===== src/rtl/calculator_pkg.sv =====
// Shared constants and types for the calculator memory subsystem.
package calculator_pkg;

   localparam int unsigned ADDR_W        = 8;
   localparam int unsigned MEM_WORD_SIZE = 64;

   // Memory arbiter configuration
   localparam int unsigned ARB_N      = 2;
   localparam int unsigned LOCK_MAX   = 16;
   localparam int unsigned LOCK_CNT_W = $clog2(LOCK_MAX);
   localparam int unsigned REQ_CALC   = 0;
   localparam int unsigned REQ_HOST   = 1;

   typedef enum logic [1:0] {
      S_IDLE  = 2'd0,
      S_LOCK0 = 2'd1,
      S_LOCK1 = 2'd2
   } arb_state_t;

endpackage


===== src/rtl/mem_arbiter_if.sv =====
// Requester and memory-side bus of the two-port memory arbiter.
// master: requesters plus memory model; slave: the arbiter itself.
interface mem_arbiter_if;
   import calculator_pkg::*;

   logic [ARB_N-1:0]                     req_i;
   logic [ARB_N-1:0]                     we_i;
   logic [ARB_N-1:0]                     lock_i;
   logic [ARB_N-1:0][ADDR_W-1:0]         addr_i;
   logic [ARB_N-1:0][MEM_WORD_SIZE-1:0]  wdata_i;
   logic [ARB_N-1:0]                     gnt_o;
   logic [ARB_N-1:0]                     rvalid_o;
   logic [MEM_WORD_SIZE-1:0]             rdata_o;
   logic                                 mem_read_o;
   logic                                 mem_write_o;
   logic [ADDR_W-1:0]                    mem_addr_o;
   logic [MEM_WORD_SIZE-1:0]             mem_wdata_o;
   logic [MEM_WORD_SIZE-1:0]             mem_rdata_i;

   modport master (
      output req_i, we_i, lock_i, addr_i, wdata_i, mem_rdata_i,
      input  gnt_o, rvalid_o, rdata_o, mem_read_o, mem_write_o, mem_addr_o, mem_wdata_o
   );

   modport slave (
      input  req_i, we_i, lock_i, addr_i, wdata_i, mem_rdata_i,
      output gnt_o, rvalid_o, rdata_o, mem_read_o, mem_write_o, mem_addr_o, mem_wdata_o
   );

endinterface


===== src/rtl/mem_arbiter.sv =====
// Two-requester memory arbiter: zero-latency round-robin grant with optional burst
// lock, one-cycle read return tagged with the requester index.
module mem_arbiter
   import calculator_pkg::*;
(
   input  logic          clk_i,
   input  logic          rst_i,
   mem_arbiter_if.slave  io_bus
);

   arb_state_t             r_state;
   logic                   r_rr_ptr;
   logic [LOCK_CNT_W-1:0]  r_lock_cnt;
   logic                   r_rd_valid;
   logic                   r_rd_idx;

   logic [ARB_N-1:0]       w_gnt;
   logic                   w_any_gnt;
   logic                   w_gnt_idx;
   logic                   w_lock_idx;
   logic [LOCK_CNT_W-1:0]  w_cnt_inc;
   logic                   w_lock_exit;

   assign w_any_gnt  = |w_gnt;
   assign w_gnt_idx  = w_gnt[REQ_HOST];
   assign w_lock_idx = (r_state == S_LOCK1);
   assign w_cnt_inc  = r_lock_cnt + 1'b1;
   // The IDLE grant that opened the burst counts too, so a burst holds LOCK_MAX grants.
   assign w_lock_exit = !io_bus.lock_i[w_lock_idx] ||
                        (w_cnt_inc == LOCK_CNT_W'(LOCK_MAX - 1));

   // Grant decision; forced to zero while reset is asserted so outputs drop at once.
   always_comb begin
      w_gnt = '0;
      if (!rst_i) begin
         case (r_state)
            S_IDLE: begin
               if (&io_bus.req_i) w_gnt[r_rr_ptr] = 1'b1;
               else               w_gnt = io_bus.req_i;
            end
            S_LOCK0: w_gnt[REQ_CALC] = io_bus.req_i[REQ_CALC];
            S_LOCK1: w_gnt[REQ_HOST] = io_bus.req_i[REQ_HOST];
            default: w_gnt = '0;
         endcase
      end
   end

   // Memory command mux from the granted requester and tagged read return.
   always_comb begin
      io_bus.gnt_o       = w_gnt;
      io_bus.mem_read_o  = 1'b0;
      io_bus.mem_write_o = 1'b0;
      io_bus.mem_addr_o  = '0;
      io_bus.mem_wdata_o = '0;
      if (w_any_gnt) begin
         io_bus.mem_write_o = io_bus.we_i[w_gnt_idx];
         io_bus.mem_read_o  = !io_bus.we_i[w_gnt_idx];
         io_bus.mem_addr_o  = io_bus.addr_i[w_gnt_idx];
         if (io_bus.we_i[w_gnt_idx]) io_bus.mem_wdata_o = io_bus.wdata_i[w_gnt_idx];
      end
      io_bus.rvalid_o = '0;
      if (r_rd_valid) io_bus.rvalid_o[r_rd_idx] = 1'b1;
      io_bus.rdata_o = r_rd_valid ? io_bus.mem_rdata_i : '0;
   end

   // Arbitration state, round-robin pointer, burst counter and read tag.
   always_ff @(posedge clk_i or posedge rst_i) begin
      if (rst_i) begin
         r_state    <= S_IDLE;
         r_rr_ptr   <= 1'b0;
         r_lock_cnt <= '0;
         r_rd_valid <= 1'b0;
         r_rd_idx   <= 1'b0;
      end else begin
         r_rd_valid <= w_any_gnt && !io_bus.we_i[w_gnt_idx];
         r_rd_idx   <= w_gnt_idx;
         case (r_state)
            S_IDLE: begin
               if (w_any_gnt) begin
                  r_rr_ptr <= ~w_gnt_idx;
                  if (io_bus.lock_i[w_gnt_idx]) begin
                     r_state    <= w_gnt_idx ? S_LOCK1 : S_LOCK0;
                     r_lock_cnt <= '0;
                  end
               end
            end
            S_LOCK0, S_LOCK1: begin
               r_lock_cnt <= w_cnt_inc;
               if (w_lock_exit) begin
                  r_state  <= S_IDLE;
                  r_rr_ptr <= ~w_lock_idx;
               end
            end
            default: r_state <= S_IDLE;
         endcase
      end
   end

endmodule


===== src/flat_wrapper.sv =====
// flat-port wrapper written by rule: the top's interface ports become plain ports
module mem_arbiter_flat import calculator_pkg::*;
  (clk_i, rst_i, io_bus_req_i, io_bus_we_i, io_bus_lock_i, io_bus_addr_i, io_bus_wdata_i, io_bus_mem_rdata_i, io_bus_gnt_o, io_bus_rvalid_o, io_bus_rdata_o, io_bus_mem_read_o, io_bus_mem_write_o, io_bus_mem_addr_o, io_bus_mem_wdata_o);
  mem_arbiter_if io_bus_i ();
  input  logic clk_i;
  input  logic rst_i;
  input wire logic [$bits(io_bus_i.req_i)-1:0] io_bus_req_i;
  input wire logic [$bits(io_bus_i.we_i)-1:0] io_bus_we_i;
  input wire logic [$bits(io_bus_i.lock_i)-1:0] io_bus_lock_i;
  input wire logic [$bits(io_bus_i.addr_i)-1:0] io_bus_addr_i;
  input wire logic [$bits(io_bus_i.wdata_i)-1:0] io_bus_wdata_i;
  input wire logic [$bits(io_bus_i.mem_rdata_i)-1:0] io_bus_mem_rdata_i;
  output wire logic [$bits(io_bus_i.gnt_o)-1:0] io_bus_gnt_o;
  output wire logic [$bits(io_bus_i.rvalid_o)-1:0] io_bus_rvalid_o;
  output wire logic [$bits(io_bus_i.rdata_o)-1:0] io_bus_rdata_o;
  output wire logic [$bits(io_bus_i.mem_read_o)-1:0] io_bus_mem_read_o;
  output wire logic [$bits(io_bus_i.mem_write_o)-1:0] io_bus_mem_write_o;
  output wire logic [$bits(io_bus_i.mem_addr_o)-1:0] io_bus_mem_addr_o;
  output wire logic [$bits(io_bus_i.mem_wdata_o)-1:0] io_bus_mem_wdata_o;
  assign io_bus_i.req_i = io_bus_req_i;
  assign io_bus_i.we_i = io_bus_we_i;
  assign io_bus_i.lock_i = io_bus_lock_i;
  assign io_bus_i.addr_i = io_bus_addr_i;
  assign io_bus_i.wdata_i = io_bus_wdata_i;
  assign io_bus_i.mem_rdata_i = io_bus_mem_rdata_i;
  assign io_bus_gnt_o = io_bus_i.gnt_o;
  assign io_bus_rvalid_o = io_bus_i.rvalid_o;
  assign io_bus_rdata_o = io_bus_i.rdata_o;
  assign io_bus_mem_read_o = io_bus_i.mem_read_o;
  assign io_bus_mem_write_o = io_bus_i.mem_write_o;
  assign io_bus_mem_addr_o = io_bus_i.mem_addr_o;
  assign io_bus_mem_wdata_o = io_bus_i.mem_wdata_o;
  mem_arbiter u_core (.clk_i(clk_i), .rst_i(rst_i), .io_bus(io_bus_i));
endmodule

===== config.mk =====
export PLATFORM = sky130hd
export DESIGN_NAME = mem_arbiter_flat
export DESIGN_NICKNAME = d
export VERILOG_FILES = /design/src/rtl/calculator_pkg.sv /design/src/rtl/mem_arbiter_if.sv /design/src/rtl/mem_arbiter.sv /design/src/flat_wrapper.sv
export SDC_FILE = /design/constraint.sdc
export NUM_CORES = 1
export LEC_CHECK = 0
export ABC_AREA = 1
export BUFFER_PORTS_ARGS = -buffer_cell sky130_fd_sc_hd__clkbuf_2
export CAP_MARGIN = 15
export CELL_PAD_IN_SITES_DETAIL_PLACEMENT = 0
export CELL_PAD_IN_SITES_GLOBAL_PLACEMENT = 1
export CORE_AREA = 2 2 139 141
export CTS_BUF_LIST = sky130_fd_sc_hd__clkbuf_4 sky130_fd_sc_hd__clkbuf_8 sky130_fd_sc_hd__clkbuf_16
export DETAILED_ROUTE_END_ITERATION = 16
export DIE_AREA = 0 0 141 143
export PLACE_DENSITY = 0.75
export SLEW_MARGIN = 20
export SYNTH_ARGS = -nofsm -noshare
export SYNTH_HDL_FRONTEND = slang
export SYNTH_SLANG_ARGS = --single-unit

===== constraint.sdc =====
create_clock -name clk_i -period 2.1 [get_ports clk_i]
set_clock_uncertainty 0.15 [all_clocks]
set_input_delay 0.21 -clock clk_i [delete_from_list [all_inputs] [get_ports clk_i]]
set_output_delay 0.21 -clock clk_i [all_outputs]
set_load 0.05 [all_outputs]

### After elaboration in Yosys (flattened, before gate mapping)

Index checks and enable logic that the tools add are counted.

| operators by class | value |
|---|---|
| add/sub/neg operators | 1 |
| order comparisons | 6 |
| equal/unequal tests | 6 |
| mux-type cells | 36 |
| bitwise gates (word level) | 2 |
| reduce and logical (&&, ||, !) cells | 14 |

Operators with widths:

| kind | count |
|---|---|
| $mux W64 | 5 |
| $mux W8 | 3 |
| $mux W2 | 7 |
| $mux W1 | 12 |
| $reduce_and A3 Y1 | 3 |
| $lt A1 B2 Y1 const B | 4 |
| $mux W4 | 2 |
| $pmux W4 S2 | 1 |
| $ne A2 B1 Y1 const B | 3 |
| $pmux W1 S2 | 3 |
| $add A4 B1 Y4 const B | 1 |
| $eq A4 B4 Y1 const B | 1 |
| $pmux W2 S2 | 1 |
| $reduce_or A2 Y1 | 2 |
| $logic_and A1 B1 Y1 | 3 |
| $demux W1 S1 | 2 |
| $eq A2 B1 Y1 const B | 1 |
| $eq A2 B2 Y1 const B | 1 |
| $ge A1 B1 Y1 const B | 2 |
| $logic_not A1 Y1 | 2 |
| $logic_not A2 Y1 | 1 |
| $not A1 Y1 | 2 |
| $reduce_and A2 Y1 | 1 |
| $reduce_bool A2 Y1 | 1 |
| $logic_or A1 B1 Y1 | 1 |

| storage, ports and cells | value |
|---|---|
| bits in registers | 9 |
| input port bits | 216 |
| output and inout bits | 142 |
| logic and storage cells | 70 |

### Depth between registers and ports, before layout

Gate-level depths: netlist of the first run.

| logic depth | value |
|---|---|
| word-level depth | 12 |
| mapped depth | 12 |
| mapped depth without buffers | 10 |

### Least setup slack after synthesis of the first run

No wires, ideal clock.

| timing | value |
|---|---|
| path kind | register -> output |
| from | register u_core.r_state[0] |
| to | output port io_bus_mem_wdata_o[0] |
| data arrival time | 2.070 ns |
| data required time | 1.740 ns |
| slack | -0.330 ns |
| stages on the path, launching flop included | 10 |
| path buffers | 1 |
| cells stage by stage | dfrtp_1 inv_1 ha_1 nand2_1 nand2_2 nand2_4 inv_2 clkbuf_1 nand2_1 a21oi_1 |

| on the way | value |
|---|---|
| cells in the longest elaborated chain, start to end | 7 |
| elaborated cells between the ends (all ways) | 13 |
| those cells by class | 2 x eq/ne; 9 x mux; 2 x reduce/logical |

Ends and longest elaborated chain:

| what | RTL line | RTL |
|---|---|---|
| start, declared | mem_arbiter.sv:11 | `arb_state_t r_state;` |
| start signal, assigned | mem_arbiter.sv:82 | `r_state <= w_gnt_idx ? S_LOCK1 : S_LOCK0;` |
| $eq A2 B2 Y1 / $logic_not A2 Y1 (equally long branches) | mem_arbiter.sv:36 | `case (r_state)` |
| $pmux W1 S2 | mem_arbiter.sv:36 |  |
| $mux W2 * | mem_arbiter.sv:35 | `if (!rst_i) begin` |
| $mux W64 (not written as such) / $mux W1 (equally long branches) (2 in series) | mem_arbiter.sv:59 | `if (io_bus.we_i[w_gnt_idx]) io_bus.mem_wdata_o = io_bus.wdata_i[w_gnt_idx];` |
| $mux W64 | mem_arbiter.sv:59 |  |
| $mux W64 * | mem_arbiter.sv:55 | `if (w_any_gnt) begin` |
| end, declared | flat_wrapper.sv:19 | `output wire logic [$bits(io_bus_i.mem_wdata_o)-1:0] io_bus_mem_wdata_o;` |

Mark *: on every way between the ends. The rest lies on a longest branch, timed or not. The select of a mux whose other input is x is not followed.

### Worst setup path after layout of the first run

| timing | value |
|---|---|
| from | register u_core.r_state[1] |
| to | output port io_bus_mem_wdata_o[4] |

The elaborated chain is that of the path after synthesis.

==> results of run 1 <==
==> cells by family (layout without fill, tap and decap cells) <==
group / after synthesis / after routing / synth area share [%]
AND/OR/NAND/NOR: 283 / 284 / 44.7
buffers and inverters: 121 / 521 / 21.1
AO/OA/AOI/OAI: 68 / 68 / 21.2
flip-flops: 9 / 9 / 9.10
adder cells (fa/ha/maj): 7 / 7 / 3.54
XOR/XNOR: 1 / 1 / 0.354
==> path summary, 6_finish.rpt <==
kind,from,to,slack [ns],cells past startpoint
setup reg to reg,u_core.r_state[1],u_core.r_lock_cnt[2],0.10,12
min in group asynchronous,rst_i,u_core.r_state[0],0.37,3
hold / removal,io_bus_lock_i[0],u_core.r_lock_cnt[3],0.33,5
setup / recovery,u_core.r_state[1],io_bus_mem_wdata_o[4],-0.38,12
hold reg to reg,u_core.r_lock_cnt[3],u_core.r_lock_cnt[3],0.35,2
max in group asynchronous,rst_i,u_core.r_rd_valid,1.12,3
==> layout make-up <==
type | instances | area, sq um
clock buffer | 4 | 82.6
tap | 234 | 293
fill | 1853 | 11400
timing repair buffer | 426 | 3750
inverter | 91 | 349
multi-input combinational | 360 | 2430
sequential | 9 | 226
==> power by group through the flow <==
stage                     sequential (mW)  clock [mW]  combinational, mW
after floorplan                     0.284           0               2.67
after global placement              0.293           0               4.24
after detailed placement            0.292           0               4.25
after CTS                           0.293       0.360               5.05
after global routing                0.302       0.371               5.91
final                               0.290       0.347               5.59
==> worst max-delay path: stages, from the launching register on <==
cell     delay [ns]
dfrtp_1        0.40
buf_6          0.14
ha_4           0.15
inv_2          0.06
nand2_2        0.07
nand2_4        0.12
nand2_2        0.11
nand2_8        0.11
nand2_8        0.09
buf_12         0.15
buf_12         0.13
a21oi_4        0.16
buf_12         0.16
==> layer usage <==
layer / up-vias / track usage, %
li1: 2260 / -
met1: 1932 / 14.3
met2: 230 / 24.4
met3: 16 / 2.18
met4: 0 / 1.68
met5: - / 0
==> synthesized netlist by cell type <==
| cell type | count | area share (%) |
|---|---|---|
| a21oi_1 | 18 | 3.6 |
| a21oi_2 | 49 | 17 |
| buf_1 | 2 | 0.30 |
| buf_2 | 13 | 2.6 |
| buf_4 | 2 | 0.61 |
| buf_6 | 6 | 2.7 |
| clkbuf_1 | 7 | 1.1 |
| clkinv_1 | 1 | 0.15 |
| dfrtp_1 | 9 | 9.1 |
| ha_1 | 7 | 3.5 |
| inv_1 | 87 | 13 |
| inv_2 | 3 | 0.45 |
| nand2_1 | 256 | 39 |
| nand2_2 | 2 | 0.51 |
| nand2_4 | 1 | 0.45 |
| nand3_1 | 8 | 1.6 |
| nand4_1 | 8 | 2.0 |
| nor2_1 | 7 | 1.1 |
| nor2_2 | 1 | 0.25 |
| o21ai_0 | 1 | 0.20 |
| xnor2_1 | 1 | 0.35 |
==> per-stage QoR <==
step	setup TNS, ns	utilization [%]	power, mW	cells	setup slack, ns
detailed placement	-5.61	29.7	4.54	1086	-0.181
global route	-27.36	38.4	6.58	1124	-0.429
finish	-22.60	38.4	6.23	1124	-0.378
CTS	-19.54	35.2	5.71	1111	-0.331
floorplan	-6.27	-	2.96	489	-0.131
global placement	-3.58	29.7	4.54	1086	-0.140
==> registers in the layout (all words and copies together), names as in the netlist <==
name               cells
u_core.r_rd_idx        1
u_core.r_lock_cnt      4
u_core.r_rr_ptr        1
u_core.r_rd_valid      1
u_core.r_state         2
==> repair_timing <==
action / 4_1_cts / 5_1_grt
gates resized for setup: 145 / 117
hold endpoints to repair: 9 / 0
setup buffers: 13 / 6
cloned: 7 / 9
endpoints found under the setup margin: 74 / 83
hold buffers: 1 / 0
pin swaps: 6 / 12
==> summary.txt, run 1 <==
Layout
  • Commonest non-fill, non-tap cell in the layout: clkbuf_2
  • Most frequent cells in the layout: clkbuf_2, nand2_1, inv_1
  • Layout net count: 1114
  • # diodes: 0
  • Layout cells sized above 1: 63.8%
  • Layout area overhead: 188%
  • Design area: 7130 sq um

Worst setup path
  • Worst endpoint required time: 1.74 ns
  • Critical path startpoint category: register
  • Crit path kind: reg2out
  • CP endpoint kind: output pin
  • CP arrival: 2.12 ns
  • Worst Path Max Fanout: 7

Pwr
  • Clk pwr share: 5.6%
  • Leak Pwr: 4.03 nW
  • Psw: 3.43 mW
  • Peak supply drop: 0.470 mV
  • Pint: 2.80 mW
  • Logic gate share of total power: 89.8%
  • Switch share: 55.1%
  • Seq pwr share: 4.7%
  • Cell Pwr Density: 874 nW/um^2

Routing
  • Antenna-violating nets left: 0
  • # DRC: 0
  • Routed wl met3: 1150 um
  • Top Layer Used: met4
  • DRT Pass-1 Iters: 4
  • Drt total wl: 15200 um
  • Iter 0 DRT Violations: 107
  • Via count: 4438
  • Drt via density: 3.95
  • Wl on met1: 5850 um
  • Routed WL per cell: 13.5 um
  • Met2 routed WL: 8000 um

Synth
  • Post-Synthesis Cell Area: 2480 sq um
  • Syn nets: 712
  • Post-Syn Instances: 489
  • Post-synthesis average cell area: 5.06 sq um
  • Register area share after synthesis: 9.10%
  • Synthesis Warnings: 0
  • Count of cell types in the netlist: 21
  • Seq cells post-synth: 9

GRT
  • GRT Total Usage: 12.4%
  • Vias in the first global route: 4110
  • Largest net degree at the start of global routing: 67
  • Overflow left after global routing: 0
  • First-pass GRT wire length: 20200 um
  • Initial antenna violation count: 0

Timing
  • Min Tclk post-route: 2.48 ns
  • Slew HR: 72.2%
  • Hold_ws: 0.333 ns
  • Final hold vios: 0
  • Achievable clock frequency: 404 MHz
  • Fin. max-slew vios: 0
  • Worst setup margin: -0.378 ns
  • Worst-Margin Slew: 0.415 ns
  • Final setup fails: 75
  • Crit share post-route: 118%
  • RSZ-0062 raised after global routing: true

Floorplanning
  • Initial Util: 13.3%
  • Die width: 141 um
  • Num rows: 50
  • Core area: 18600 sq um
  • IO Pins: 358
  • Die area: 20200 sq um
  • Height of the die: 143 um

Clock network
  • Cts bufs inserted: 3
  • Clk pin slew, worst setup/hold paths: 0.04 ns
  • CTS max path bufs: 2
  • CTS tree: yes
  • Clk root buf: clkbuf_16
  • Sink Count: 9
  • H-tree levels: 1
  • Clk Latency, worst-skew pair: 0.23 ns

Place
  • Routability cong.: 0.817
  • Placement-stage cell area: 5510 sq um
  • PortBufs: 357
  • HPWL after DPL: 10900 um

Min path
  • Min-delay worst type: in2reg

Outcome
  • Status: finished with violations
  • Failing checks: setup timing

Flow run
  • Max-cap check violation count: 0
No activity file was read; power rests on OpenSTA's default activity.
==> run 2, diff against run 1 <==
--- a/config.mk
+++ b/config.mk
@@ -15,6 +15,7 @@
 export DETAILED_ROUTE_END_ITERATION = 16
 export DIE_AREA = 0 0 141 143
 export PLACE_DENSITY = 0.75
+export SETUP_SLACK_MARGIN = 0.4
 export SLEW_MARGIN = 20
 export SYNTH_ARGS = -nofsm -noshare
 export SYNTH_HDL_FRONTEND = slang
==> run 2 against run 1 <==
  * The flow still finishes with violations (setup timing)
  * Clock-buffer cell count unchanged
  * Sequential share of layout area grew 0.084 points
  * Highest routed layer unchanged
  * Final cell count down 1.5%
  * Critical endpoint is now io_bus_mem_wdata_o[44]
==> summary.txt, run 2 (synthesis gave the netlist of run 1 again) <==
Floorplanning
  • Core area: 18600 sq um (unchanged)
  • Initial Util: 13.3% (unchanged)
  • IO Pins: 358 (unchanged)
  • Die width: 141 um (unchanged)
  • Die area: 20200 sq um (unchanged)
  • Height of the die: 143 um (unchanged)
  • Num rows: 50 (unchanged)

Layout
  • Layout cells sized above 1: 60.3% (-3.6 points)
  • Multi-input logic area: 2480 sq um (+2.2%)
  • # diodes: 0 (unchanged)
  • Top flop regs: u_core.r_lock_cnt x4, u_core.r_state x2
  • Max FFs per register: 4 (unchanged)
  • Layout net count: 1097 (-1.5%)
  • Finished Layout Cells: 1107 (-1.5%)
  • Most frequent cells in the layout: clkbuf_2, nand2_1, inv_1
  • Largest Register: u_core.r_lock_cnt
  • Commonest non-fill, non-tap cell in the layout: clkbuf_2
  • Final Util: 37.4% (-0.98 points)
  • Fill count: 1894 (+2.2%)
  • Register area: 226 sq um (unchanged)
  • Layout area overhead: 181%

Outcome
  • Status: finished with violations
  • Failing checks: setup timing

Place
  • Dpl cells: 1084 (-0.18%)
  • Routability cong.: 0.806 (-1.3%)
  • Worst slack, placed: -0.112 ns (+0.0687 ns)
  • PortBufs: 357 (unchanged)
  • HPWL after DPL: 11300 um (+3.3%)

Timing
  • Worst setup margin: -0.238 ns (+0.139 ns)
  • Final setup TNS: -15.11 ns (+7.49 ns)
  • Min Tclk post-route: 2.34 ns (-0.139 ns)
  • RSZ-0062 raised after global routing: true
  • Final hold vios: 0 (unchanged)
  • Fin. max-slew vios: 0 (unchanged)
  • Slew HR: 68.6% (-3.6 points)
  • Crit share post-route: 111% (-6.6 points)
  • Final setup fails: 74 (-1.3%)
  • Achievable clock frequency: 428 MHz (+6.0%)
  • Worst-Margin Slew: 0.470 ns (+0.0545 ns)

Clock network
  • H-tree levels: 1 (unchanged)
  • CTS max path bufs: 2 (unchanged)
  • Clk pin slew, worst setup/hold paths: 0.04 ns (about the same)
  • Sink Count: 9 (unchanged)
  • Cts bufs inserted: 3 (unchanged)
  • Clk root buf: clkbuf_16
  • CTS tree: yes
  • Clk Latency, worst-skew pair: 0.24 ns (about the same)

GRT
  • Initial antenna violation count: 0 (unchanged)
  • Largest net degree at the start of global routing: 67 (unchanged)
  • Overflow left after global routing: 0 (unchanged)
  • GRT Total Usage: 12.9% (+0.46 points)
  • Vias in the first global route: 4044 (-1.6%)
  • First-pass GRT wire length: 20800 um (+3.0%)

Min path
  • Min-delay worst type: in2reg
  • Worst hold start: io_bus_lock_i[0]

Pwr
  • Power Total: 6.09 mW (-2.2%)
  • Cell Pwr Density: 877 nW/um^2 (+0.36%)
  • Leak Pwr: 3.85 nW (-4.4%)
  • Peak supply drop: 0.375 mV (-20%)

Routing
  • Antenna-violating nets left: 0 (unchanged)
  • # DRC: 0 (unchanged)
  • Routed WL per cell: 13.4 um (-1.1%)
  • Via count: 4301 (-3.1%)
  • Drt total wl: 14800 um (-2.6%)
  • Iter 0 DRT Violations: 170 (+59%)
  • DRT Pass-1 Iters: 4 (unchanged)
  • Drt via density: 3.89 (-1.6%)

Worst setup path
  • CP endpoint kind: output pin
  • R2R setup slack: 0.10 ns (about the same)
  • R2r startpoint: u_core.r_state[1]
  • Worst endpoint required time: 1.74 ns (about the same)
  • Worst Path Max Fanout: 7 (unchanged)
  • Crit path kind: reg2out
  • Critical path startpoint category: register
  • CP arrival: 1.98 ns (-0.14 ns)
  • Launch point of the worst path: u_core.r_state[0]

Flow run
  • Max-cap check violation count: 0 (unchanged)
## run 2: cell count changes in the layout (fill, tap and decap cells not counted), moves of 4 or more
cell	previous run	this run
clkbuf_16	10	5
clkbuf_4	2	6
buf_4	24	20
nand2_1	209	234
buf_2	0	15
nand2_2	38	16
a21oi_2	17	0
buf_12	52	42
buf_8	40	45
a21oi_4	48	65
clkbuf_2	281	260
nand2_4	10	6
clkinvlp_4	0	8
inv_2	13	5
## run 2: final timing paths
check / endpoint / cells past startpoint
worst min-delay path: u_core.r_state[0] / 5
max in group asynchronous: u_core.r_rd_valid / 3
worst min register to register: u_core.r_lock_cnt[3] / 2
worst max register to register: u_core.r_lock_cnt[3] / 11
min in group asynchronous: u_core.r_rd_idx / 3
worst max-delay path: io_bus_mem_wdata_o[44] / 12
## run 2: cell type report
type / count / share of cell area [%]
timing repair buffer: 409 / 50.2
multi-input combinational: 360 / 35.8
inverter: 91 / 5.42
tap: 234 / 4.21
sequential: 9 / 3.26
clock buffer: 4 / 1.19
## run 2: what timing repair did
action	4_1_cts	5_1_grt
endpoints found under the setup margin	88	128
gates resized for setup	146	83
pin swaps	9	7
hold buffers	1	0
setup buffers	8	2
cloned	6	2
hold endpoints to repair	9	0
## run 2: critical path, cell delays in order (launching register included)
cell and delay (ns):
dfrtp_1 0.38, inv_2 0.12, ha_4 0.15, nand2_2 0.05, nand2_2 0.08, nand2_4 0.08
inv_4 0.09, nand2_4 0.07, nand2_8 0.09, nand2_8 0.12, clkbuf_16 0.20, a21oi_4 0.13
buf_12 0.15
## run 2: where the power goes
part	internal [mW]	total [mW]	leakage, nW	switching (mW)
clock	0.267	0.354	0.0416	0.0872
combinational	2.16	5.44	3.69	3.28
sequential	0.234	0.301	0.117	0.0664
## run 2: metal layers
| layer | vias to the layer above | track usage, % | part of all wire (%) |
|---|---|---|---|
| met2 | 172 | 25.3 | 54 |
| met5 | - | 0 | 0 |
| met3 | 10 | 1.34 | 5.3 |
| met4 | 0 | 1.74 | 0.84 |
| met1 | 1895 | 15.4 | 40 |
| li1 | 2224 | - | - |
## run 2: metrics by stage
stage,hold slack (ns),instance area [sq um]
5_1_grt,0.358,6950
2_1_floorplan,-0.112,3110
6_report,0.312,6950
3_5_place_dp,0.0750,5830
3_3_place_gp,0.0671,5830
4_1_cts,0.300,6740
